`src/rtl/router_sync.sv`:
```
// router_sync: latches each packet's destination address, steers the write strobe to one output FIFO, and returns that FIFO's full flag to the FSM.
// Latency: write_enb, fifo_full and vld_out are combinational. soft_reset and timeout_status are registered and change one edge after the condition is seen.
// Backpressure: fifo_full reports the addressed FIFO's full flag. A port that holds valid data without a read for TIMEOUT edges gets a one-cycle soft_reset.
// Optional feature: define ROUTER_SYNC_STICKY_STATUS_EN to add the sticky timeout_status/status_clr ports.
module router_sync #(
    parameter int TIMEOUT = 30,
    parameter int CNT_W   = 5
) (
    input  logic       clock,
    input  logic       reset,
    input  logic       detect_add,
    input  logic [1:0] data_in,
    input  logic       write_enb_reg,
    input  logic [2:0] read_enb,
    input  logic [2:0] empty,
    input  logic [2:0] full,
    output logic [2:0] write_enb,
    output logic       fifo_full,
    output logic [2:0] vld_out,
`ifdef ROUTER_SYNC_STICKY_STATUS_EN
    output logic [2:0] timeout_status,
    input  logic       status_clr,
`endif
    output logic [2:0] soft_reset
);

    localparam logic [CNT_W-1:0] CNT_LAST = CNT_W'(TIMEOUT - 1);

    logic [1:0]       addr_q, addr_d;
    logic [CNT_W-1:0] cnt_q [3];
    logic [CNT_W-1:0] cnt_d [3];
    logic [2:0]       soft_reset_q, soft_reset_d;
    logic [2:0]       stall;

    // Address latch: the header strobe captures the destination. Code 11 is latched too and selects no FIFO.
    always_comb begin
        addr_d = addr_q;
        if (detect_add) begin
            addr_d = data_in;
        end
    end

    // Address register. It resets to 11 so that no FIFO is written before a header arrives.
    always_ff @(posedge clock or posedge reset) begin
        if (reset) begin
            addr_q <= 2'b11;
        end else begin
            addr_q <= addr_d;
        end
    end

    // Write steering and full-flag mux, both taken from the latched address.
    // A detect_add in the same cycle still uses the old address.
    always_comb begin
        write_enb = 3'b000;
        fifo_full = 1'b0;
        case (addr_q)
            2'b00: begin
                write_enb = {2'b00, write_enb_reg};
                fifo_full = full[0];
            end
            2'b01: begin
                write_enb = {1'b0, write_enb_reg, 1'b0};
                fifo_full = full[1];
            end
            2'b10: begin
                write_enb = {write_enb_reg, 2'b00};
                fifo_full = full[2];
            end
            default: begin
                write_enb = 3'b000;
                fifo_full = 1'b0;
            end
        endcase
    end

    assign vld_out = ~empty;
    assign stall   = vld_out & ~read_enb;

    // Per-port stall counters. The count restarts on any non-stalled cycle.
    // Reaching TIMEOUT stalled edges fires a single pulse and restarts the count, so a persistent stall pulses periodically.
    always_comb begin
        soft_reset_d = 3'b000;
        for (int i = 0; i < 3; i++) begin
            cnt_d[i] = '0;
            if (stall[i]) begin
                if (cnt_q[i] == CNT_LAST) begin
                    soft_reset_d[i] = 1'b1;
                end else begin
                    cnt_d[i] = cnt_q[i] + CNT_W'(1);
                end
            end
        end
    end

    // Counter and pulse registers.
    always_ff @(posedge clock or posedge reset) begin
        if (reset) begin
            for (int i = 0; i < 3; i++) begin
                cnt_q[i] <= '0;
            end
            soft_reset_q <= 3'b000;
        end else begin
            for (int i = 0; i < 3; i++) begin
                cnt_q[i] <= cnt_d[i];
            end
            soft_reset_q <= soft_reset_d;
        end
    end

    assign soft_reset = soft_reset_q;

`ifdef ROUTER_SYNC_STICKY_STATUS_EN
    logic [2:0] status_q, status_d;

    // Sticky flags. A timeout pulse sets its bit on the same edge the pulse is issued.
    // status_clr clears all bits, but a coincident set keeps its bit.
    always_comb begin
        status_d = status_clr ? 3'b000 : status_q;
        status_d = status_d | soft_reset_d;
    end

    // Status register.
    always_ff @(posedge clock or posedge reset) begin
        if (reset) begin
            status_q <= 3'b000;
        end else begin
            status_q <= status_d;
        end
    end

    assign timeout_status = status_q;
`endif

endmodule

```
`config.mk`:
```
export PLATFORM = sky130hd
export DESIGN_NAME = router_sync
export DESIGN_NICKNAME = d
export VERILOG_FILES = /design/src/rtl/router_sync.sv
export SDC_FILE = /design/constraint.sdc
export NUM_CORES = 1
export LEC_CHECK = 0
export ABC_AREA = 1
export BUFFER_PORTS_ARGS = -buffer_cell sky130_fd_sc_hd__buf_4
export CAP_MARGIN = 40
export CORE_MARGIN = 2
export CORE_UTILIZATION = 52
export CTS_CLUSTER_DIAMETER = 120
export DETAILED_ROUTE_END_ITERATION = 10
export HOLD_SLACK_MARGIN = 0.12
export PLACE_DENSITY = 0.77
export SLEW_MARGIN = 20
export SYNTH_ARGS = -nofsm -noshare
export SYNTH_HDL_FRONTEND = slang
export SYNTH_SLANG_ARGS = --single-unit
```
`constraint.sdc`:
```
create_clock -name clock -period 1.1 [get_ports clock]
set_input_delay 0.055 -clock clock [delete_from_list [all_inputs] [get_ports clock]]
set_output_delay 0.055 -clock clock [all_outputs]
set_load 0.02 [all_outputs]
```
==> results.toml, run 1 <==
[grt]
vias_in_the_first_global_route = 927
grt_start_max_net_pins = 14
global_route.usage.total_pct = 21.3
antenna_found_initial = 0
grt_overflow = 0
first_pass_grt_wire_length_mm = 4.02

[sta]
final-setup-viol-count = 4
max_freq_mhz = 744
timing.slew.headroom_pct = 81.6
grt_setup_unrepaired = "yes"
timing_worst_slew_pin_value_ns = 0.276
hold_viol = 0
maxSlewViolCount = 0
worst_slack_ns = -0.244
worst_clock_skew_ns = 0.00277
post-route-period-util_pct = 122
final_period_demand_of_the_worst_path_ns = 1.34
worst_hold_slack_ns = 0.264

[route]
vias = 908
drt_pre_antenna_iters = 2
wirelength_mm = 2.55
initialDrtViolationCount = 4
detail_route.wl_per_cell_um = 13.3
postRouteAntennaNets = 0
detail_route.vias_per_cell = 4.75
drc = 0

[logic_synthesis]
synth.net_count = 137
synth.area.top_cells = "sky130_fd_sc_hd__dfrtp_1, sky130_fd_sc_hd__ha_1, sky130_fd_sc_hd__nor2_2"
synth_ff_type = "sky130_fd_sc_hd__dfrtp_1"
ys_seq_elements = 20
netlist_instances = 116
synth-edff-count = 0
synth_top_cell_area_share_pct = 40.7
synth_cell_types = 18
yosys.cell_count.top_type = "sky130_fd_sc_hd__inv_1"
synth.yosys.warnings = 0
sequential_area_share_after_synthesis_pct = 45.4
synth.cells.most_frequent = "sky130_fd_sc_hd__inv_1, sky130_fd_sc_hd__dfrtp_1, sky130_fd_sc_hd__nand2_1"
synth_top_cell_by_area = "sky130_fd_sc_hd__dfrtp_1"
syn_avg_cell_area_um2 = 9.55
async_reset_ff_share_pct = 100
syn_area_mm2 = 0.00111

[floorplan]
die_x_um = 50.1
initial_core_utilization_pct = 55.9
floorplan.die.height_um = 50.1
design.core.area_mm2 = 0.00198
dieArea_mm2 = 0.00251
ios = 25
std_cell_rows = 16

[finish]
nets_finish = 186
ff_latch_area_um2 = 504
fillerInstances = 121
diodes = 0
layout-drive-gt1-share_pct = 54.9
multi_input_gate_area_um2 = 581
syn2layout_area_growth_pct = 45.2

[clock_network]
clkSinkCount = 20
cts_made_buffers = 3
clkSlewWorstSetupHoldPaths_ns = 0.11
tritoncts = "built"
clock_tree.root_cell = "sky130_fd_sc_hd__clkbuf_4"
cts_htree_levels = 1
largest_buffer_count_on_any_clock_path = 2
clk_latency_ns = 0.30

[setup_path]
critical_path_arrival_ns = 1.29
path_class = "flip-flop to output port"
r2r_setup_slk_ns = 0.01
critPathCapture = "write_enb[1]"
critical_path.reg2reg.endpoint = "cnt_q[5]$_DFF_PP0_"
r2r_start = "cnt_q[6]$_DFF_PP0_"
critPathMaxFanout = 4
timing.critical_path.from = "addr_q[0]$_DFFE_PP1P_"
data_required_time_of_the_critical_path_ns = 1.04
crit_path_start_kind = "flip-flop"
r2r_cells = 7
setup.worst_path.end_class = "output port"

[place]
gpl.final_weighted_congestion = 0.711
detailedPlace.worstSlack_ns = 0.0152
port_buffers = 24
place_hpwl_mm = 1.48

[power_and_ir_drop]
power.leakage_nw = 0.793
vdd.ir_drop.worst_mv = 0.617
p_per_area_mw_per_mm2 = 940

[worst_hold_path]
hp_class = "input port to asynchronous set/reset pin"

[run_status]
violations = "setup timing"
run_status = "finished with violations"

[run]
max_cap_viol_count = 0
-- worst min path at each step --
stage                               to  slack (ns)
2_1_floorplan       cnt_q[0]$_DFF_PP0_        0.02
3_3_place_gp        cnt_q[3]$_DFF_PP0_        0.02
3_5_place_dp   soft_reset[2]$_DFF_PP0_        0.02
4_1_cts             cnt_q[4]$_DFF_PP0_        0.25
5_1_grt        soft_reset[0]$_DFF_PP0_        0.29
6_report            cnt_q[3]$_DFF_PP0_        0.26
-- per-layer routing --
layer	global-route usage [%]	wire length, um	part of all wire (%)
met5	0	0	0
met3	3.57	35	1.4
met4	5.56	19	0.75
met1	23.9	987	39
met2	40.8	1500	59
-- flip-flops by register name, indices dropped and copies added (netlist names) --
register and cells:
addr_q 2, cnt_q 15, soft_reset 3
-- area by class of cell --
cell class | count | area share (%)
clock buffer | 4 | 2.26
inverter | 22 | 5.14
multi-input combinational | 74 | 36.1
sequential | 20 | 31.4
tap | 27 | 2.10
timing repair buffer | 44 | 23.0
-- what timing repair did --
action / 4_1_cts / 5_1_grt
setup endpoints to repair: 4 / 20
hold buffers: 10 / 0
hold endpoints to repair: 40 / 0
buffers inserted: 4 / 3
resized for setup: 6 / 18
pin swaps: 2 / 11
-- worst max-delay path, stage by stage (launching register included) --
cell and delay (ns):
sky130_fd_sc_hd__dfstp_2 0.57, sky130_fd_sc_hd__inv_2 0.07, sky130_fd_sc_hd__nor3_4 0.20, sky130_fd_sc_hd__buf_6 0.14
-- power breakdown --
group	leakage [nW]	switching, W	internal [W]	total (W)
registers	0.268	0.0000196	0.000757	0.000777
clock network	0.0210	0.000231	0.000202	0.000433
logic	0.504	0.000150	0.000151	0.000301
total	0.793	0.000401	0.00111	0.00151
-- per-stage QoR --
stage          TNS [ns]  util (%)  instances  power, W  cell area [um^2]
2_1_floorplan   -0.0804         -        116  0.000889              1110
3_3_place_gp          0      67.8        170  0.000989              1340
6_report         -0.859      81.1        191   0.00151              1610
5_1_grt           -1.51      81.1        191   0.00158              1610
4_1_cts          -0.765      77.1        188   0.00148              1530
3_5_place_dp          0      67.8        170  0.000995              1340
-- cells by family after synthesis --
family,after synthesis,synth area share (%)
XOR/XNOR,3,2.37
flip-flops,20,45.4
AO/OA/AOI/OAI,5,3.28
buffers and inverters,22,7.46
AND/OR/NAND/NOR,60,34.7
adder cells (fa/ha/maj),6,6.78
-- layout by cell type (no fill, tap or decap), drive strengths merged --
cell type	synthesis	final
a21oi	3	3
buf	0	34
clkbuf	0	4
dfrtp	18	18
dfstp	2	2
dlygate4sd3	0	10
ha	6	6
inv	22	22
nand2	20	20
nand3	13	13
nand4	3	3
nor2	18	18
nor3	6	6
o21ai	2	2
xnor2	3	3
Note: power is estimated with default switching activity, not from simulation.
==> run 2, diff against run 1 <==
--- a/config.mk
+++ b/config.mk
@@ -6,14 +6,14 @@
 export NUM_CORES = 1
 export LEC_CHECK = 0
 export ABC_AREA = 1
-export BUFFER_PORTS_ARGS = -buffer_cell sky130_fd_sc_hd__buf_4
 export CAP_MARGIN = 40
 export CORE_MARGIN = 2
-export CORE_UTILIZATION = 52
+export CORE_UTILIZATION = 56
 export CTS_CLUSTER_DIAMETER = 120
 export DETAILED_ROUTE_END_ITERATION = 10
+export DONT_BUFFER_PORTS = 1
 export HOLD_SLACK_MARGIN = 0.12
-export PLACE_DENSITY = 0.77
+export PLACE_DENSITY = 0.71
 export SLEW_MARGIN = 20
 export SYNTH_ARGS = -nofsm -noshare
 export SYNTH_HDL_FRONTEND = slang
==> run 2 against run 1 <==
- the run still ends with setup timing left
- first-iteration DRC count increased to 5.8 times the previous value
- sequential cell count is the same
- non-clock buffer count decreased by 22
- global-route usage is 1.6 points lower
- final area is 11% lower
- combinational power decreased by 24%
- clock skew hardly changed
- power fell by 6.0%
- via count decreased by 7.9%
- highest routed layer unchanged
==> results.toml, run 2 (synthesized netlist as in run 1, its figures left out) <==
[floorplan]
ios = 25
dieArea_mm2 = 0.00235
initial_core_utilization_pct = 57.6
floorplan.die.height_um = 48.5
die_x_um = 48.5
std_cell_rows = 16
design.core.area_mm2 = 0.00192

[sta]
hold_viol = 0
timing_worst_slew_pin_value_ns = 0.387
worst_clock_skew_ns = 0.00266
worst_slack_ns = -0.195
timing.slew.headroom_pct = 74.2
final-setup-viol-count = 4
grt_setup_unrepaired = "yes"
final_period_demand_of_the_worst_path_ns = 1.29
post-route-period-util_pct = 118
maxSlewViolCount = 0
max_freq_mhz = 772

[clock_network]
clock_tree.root_cell = "sky130_fd_sc_hd__clkbuf_4"
clk_latency_ns = 0.29
clkSlewWorstSetupHoldPaths_ns = 0.11
tritoncts = "built"
cts_made_buffers = 3
largest_buffer_count_on_any_clock_path = 2
clkSinkCount = 20
cts_htree_levels = 1

[route]
dr_wl_met2_mm = 1.21
max_used_layer = "met4"
postRouteAntennaNets = 0
drt_pre_antenna_iters = 4
initialDrtViolationCount = 23
drc = 0
wl_met1_um = 843
detail_route.vias_per_cell = 4.95
vias = 836
wl_met3_um = 54
wirelength_mm = 2.13
detail_route.wl_per_cell_um = 12.6

[grt]
grt_overflow = 0
first_pass_grt_wire_length_mm = 3.66
grt_start_max_net_pins = 12
antenna_found_initial = 0
global_route.usage.total_pct = 19.7
vias_in_the_first_global_route = 911

[finish]
largest_register = "cnt_q"
syn2layout_area_growth_pct = 28.8
fin_area_mm2 = 0.00143
largest_reg_flops = 15
layout-drive-gt1-share_pct = 49.3
layout.cells.most_common = "sky130_fd_sc_hd__dfrtp_1"
layout_common_cells = "sky130_fd_sc_hd__dfrtp_1, sky130_fd_sc_hd__inv_1, sky130_fd_sc_hd__nor2_2"
diodes = 0
layout.core_utilization_pct = 74.2
nets_finish = 164

[setup_path]
crit_path_start_kind = "flip-flop"
critPathMaxFanout = 4
path_class = "flip-flop to output port"
r2r_setup_slk_ns = 0.01
r2r_start = "addr_q[1]$_DFFE_PP1P_"
setup.worst_path.end_class = "output port"
data_required_time_of_the_critical_path_ns = 1.04
r2r_cells = 3
critical_path.reg2reg.endpoint = "addr_q[1]$_DFFE_PP1P_"
critical_path_arrival_ns = 1.24

[run_status]
violations = "setup timing"
run_status = "finished with violations"

[place]
detailedPlace.worstSlack_ns = 0.0000807
gpl.final_weighted_congestion = 0.755
place_hpwl_mm = 1.38
port_buffers = 0
dpl-instance-area_mm2 = 0.00118

[run]
max_cap_viol_count = 0

[power_and_ir_drop]
power.leakage_nw = 0.683
vdd.ir_drop.worst_mv = 0.751
p_per_area_mw_per_mm2 = 996

[worst_hold_path]
hp_class = "input port to asynchronous set/reset pin"
==> run 2: how the worst max path moves through the flow <==
stage / from / endpoint / slack (ns) / cells past startpoint
after floorplan: addr_q[0]$_DFFE_PP1P_ / write_enb[1] / -0.04 / 2
after global placement: cnt_q[10]$_DFF_PP0_ / cnt_q[13]$_DFF_PP0_ / 0.04 / 6
after detailed placement: cnt_q[10]$_DFF_PP0_ / cnt_q[13]$_DFF_PP0_ / 0.00008 / 6
after CTS: addr_q[1]$_DFFE_PP1P_ / write_enb[2] / -0.20 / 3
after global routing: addr_q[0]$_DFFE_PP1P_ / write_enb[1] / -0.26 / 3
final: addr_q[0]$_DFFE_PP1P_ / write_enb[1] / -0.19 / 3
==> run 2: timing repair <==
| action | CTS | global route |
|---|---|---|
| endpoints found under the setup margin | 5 | 20 |
| hold endpoints to repair | 40 | 0 |
| gates resized for setup | 7 | 15 |
| hold buffers | 10 | 0 |
| pin swaps | 3 | 10 |
| setup buffers | 5 | 2 |
==> run 2: cell type report <==
cell class	instances	area, um^2
Tap cell	27	33.8
Inverter	22	85.1
Fill cell	133	495
Timing Repair Buffer	22	194
Multi-Input combinational cell	74	573
Clock buffer	4	36.3
Sequential cell	20	504
==> run 2: through the flow <==
step / hold WS [ns] / cells / total power (W) / setup TNS (ns)
after floorplan: 0.0173 / 116 / 0.000889 / -0.0804
after global placement: -0.0643 / 148 / 0.000920 / 0
after detailed placement: -0.0606 / 148 / 0.000924 / 0
after CTS: 0.165 / 167 / 0.00142 / -0.651
after global routing: 0.191 / 169 / 0.00150 / -1.35
final: 0.188 / 169 / 0.00142 / -0.665
==> run 2: where the power goes <==
group	internal [W]	switching (W)	total [W]	leakage, nW
clock network	0.000201	0.000214	0.000415	0.0210
registers	0.000757	0.0000177	0.000775	0.268
logic	0.0000998	0.000131	0.000230	0.395
==> run 2: per-layer routing <==
metal  up-vias  global-route usage, %
met1       408                   23.4
li1        413                      -
met5         -                      0
met2        13                   34.3
met3         2                   2.78
met4         0                   11.0
==> run 2: worst max-delay path, stage by stage, from the launching register on <==
cell and delay (ns):
sky130_fd_sc_hd__dfstp_2 0.58, sky130_fd_sc_hd__inv_4 0.05, sky130_fd_sc_hd__nor3_4 0.18, sky130_fd_sc_hd__buf_6 0.14
==> run 3, diff against run 2 <==
--- a/config.mk
+++ b/config.mk
@@ -7,7 +7,7 @@
 export LEC_CHECK = 0
 export ABC_AREA = 1
 export CAP_MARGIN = 40
-export CORE_MARGIN = 2
+export CORE_MARGIN = 3
 export CORE_UTILIZATION = 56
 export CTS_CLUSTER_DIAMETER = 120
 export DETAILED_ROUTE_END_ITERATION = 10
==> run 3 against run 2 <==
- the run still ends with setup timing left
- wire length grew 24%
- final area up 5.2%
- combinational power is 15% higher
- via count rose by 4.9%
- non-clock buffer count increased by 4
- clock power down 13%
- first-iteration DRC count down 74%
- clock-buffer cell count unchanged
- final cell count is 1.2% higher
- critical path depth is the same
- critical endpoint is now write_enb[2]
==> results.toml, run 3 (synthesized netlist as in run 1, its figures left out) <==
[place]
place_hpwl_mm = 1.56
port_buffers = 0
dpl-instance-area_mm2 = 0.00118
detailedPlace.worstSlack_ns = 0.0163
gpl.final_weighted_congestion = 0.881

[route]
vias = 877
wl_met1_mm = 1.03
max_used_layer = "met4"
wirelength_mm = 2.65
initialDrtViolationCount = 6
wl_met3_um = 59
drc = 0
postRouteAntennaNets = 0
detail_route.wl_per_cell_um = 15.5
drt_pre_antenna_iters = 4
dr_wl_met2_mm = 1.50
detail_route.vias_per_cell = 5.13

[setup_path]
critical_path_arrival_ns = 1.27
timing.critical_path.from = "addr_q[1]$_DFFE_PP1P_"
crit_path_cell_trace = "inv_4 -> nor3_4 -> buf_6"
critPathMaxFanout = 4
critPathSlowestCell = "sky130_fd_sc_hd__dfstp_2"
path_class = "flip-flop to output port"
setup.worst_path.end_class = "output port"
critical_path.reg2reg.endpoint = "cnt_q[2]$_DFF_PP0_"
r2r_start = "cnt_q[1]$_DFF_PP0_"
data_required_time_of_the_critical_path_ns = 1.04
crit_path_start_kind = "flip-flop"
cpPeakStageDelay_ns = 0.59
r2r_setup_slk_ns = -0.02
r2r_cells = 7

[finish]
fin_area_mm2 = 0.00150
layout.cells.most_common = "sky130_fd_sc_hd__dfrtp_1"
diodes = 0
layout_common_cells = "sky130_fd_sc_hd__dfrtp_1, sky130_fd_sc_hd__buf_4, sky130_fd_sc_hd__inv_1"
syn2layout_area_growth_pct = 35.5
nets_finish = 168
largest_register = "cnt_q"
layout-drive-gt1-share_pct = 52.1
largest_reg_flops = 15

[power_and_ir_drop]
p_per_area_mw_per_mm2 = 934
power.leakage_nw = 0.704
vdd.ir_drop.worst_mv = 0.916

[sta]
final_period_demand_of_the_worst_path_ns = 1.33
worst_clock_skew_ns = 0.00693
timing_worst_slew_pin_value_ns = 0.340
max_freq_mhz = 753
timing.slew.headroom_pct = 77.3
final-setup-viol-count = 8
hold_viol = 0
worst_slack_ns = -0.228
post-route-period-util_pct = 121
grt_setup_unrepaired = "yes"
maxSlewViolCount = 0

[run]
max_cap_viol_count = 0

[floorplan]
floorplan.die.height_um = 50.5
initial_core_utilization_pct = 61.5
die_x_um = 50.5
design.core.area_mm2 = 0.00180
dieArea_mm2 = 0.00255
ios = 25
std_cell_rows = 15

[clock_network]
clock_tree.root_cell = "sky130_fd_sc_hd__clkbuf_4"
largest_buffer_count_on_any_clock_path = 2
clkSinkCount = 20
cts_made_buffers = 3
clkSlewWorstSetupHoldPaths_ns = 0.11
cts_htree_levels = 1
tritoncts = "built"
clk_latency_ns = 0.30

[run_status]
violations = "setup timing"
run_status = "finished with violations"

[grt]
grt_start_max_net_pins = 13
grt_overflow = 0
antenna_found_initial = 0
global_route.usage.total_pct = 19.6
vias_in_the_first_global_route = 867
first_pass_grt_wire_length_mm = 3.72

[worst_hold_path]
hp_class = "input port to asynchronous set/reset pin"
-- run 3: cell type report --
type	instances	area [um^2]
clock buffers	4	26.3
fillers	96	302
inverters	22	85.1
multi-input cells	74	631
flip-flops and latches	20	503
well taps	25	31.3
repair buffers	26	224
-- run 3: metrics by stage --
step	TNS, ns	std cells	hold slack [ns]	power, W	utilization (%)
CTS	-0.632	167	0.146	0.00136	77.4
global route	-1.38	171	0.165	0.00147	83.3
detailed placement	0	147	-0.0845	0.000931	65.7
finish	-0.870	171	0.163	0.00140	83.3
floorplan	-0.0804	116	0.0173	0.000889	-
global placement	0	147	-0.0820	0.000923	65.7
-- run 3: repair_timing --
action / CTS / global route
setup endpoints to repair: 10 / 19
endpoints found under the hold margin: 40 / 0
buffers inserted: 6 / 4
hold buffers: 10 / 0
gates resized for setup: 9 / 22
pin swaps: 2 / 12
-- run 3: power by group --
part	switching, W	internal, W
registers	0.0000192	0.000757
clock network	0.000218	0.000141
logic	0.000149	0.000116
total	0.000386	0.00101
-- run 3: worst max path at each step --
stage | slack, ns | to | cells after the start
after global placement | 0.06 | cnt_q[13]$_DFF_PP0_ | 6
after floorplan | -0.04 | write_enb[1] | 2
after CTS | -0.21 | write_enb[1] | 3
final | -0.23 | write_enb[2] | 3
after global routing | -0.29 | write_enb[2] | 3
after detailed placement | 0.02 | write_enb[1] | 3
-- run 3: critical path: cells and delay by family, from the launching register on --
| kind | cells | cell delay, ns |
|---|---|---|
| flops | 1 | 0.59 |
| buf+inv | 2 | 0.20 |
| simple gates | 1 | 0.18 |
-- run 3: layer usage --
layer / vias up / GRT usage (%)
met5: - / 0
met4: 0 / 4.04
met3: 6 / 4.75
met2: 19 / 38.3
met1: 430 / 20.8
li1: 422 / -
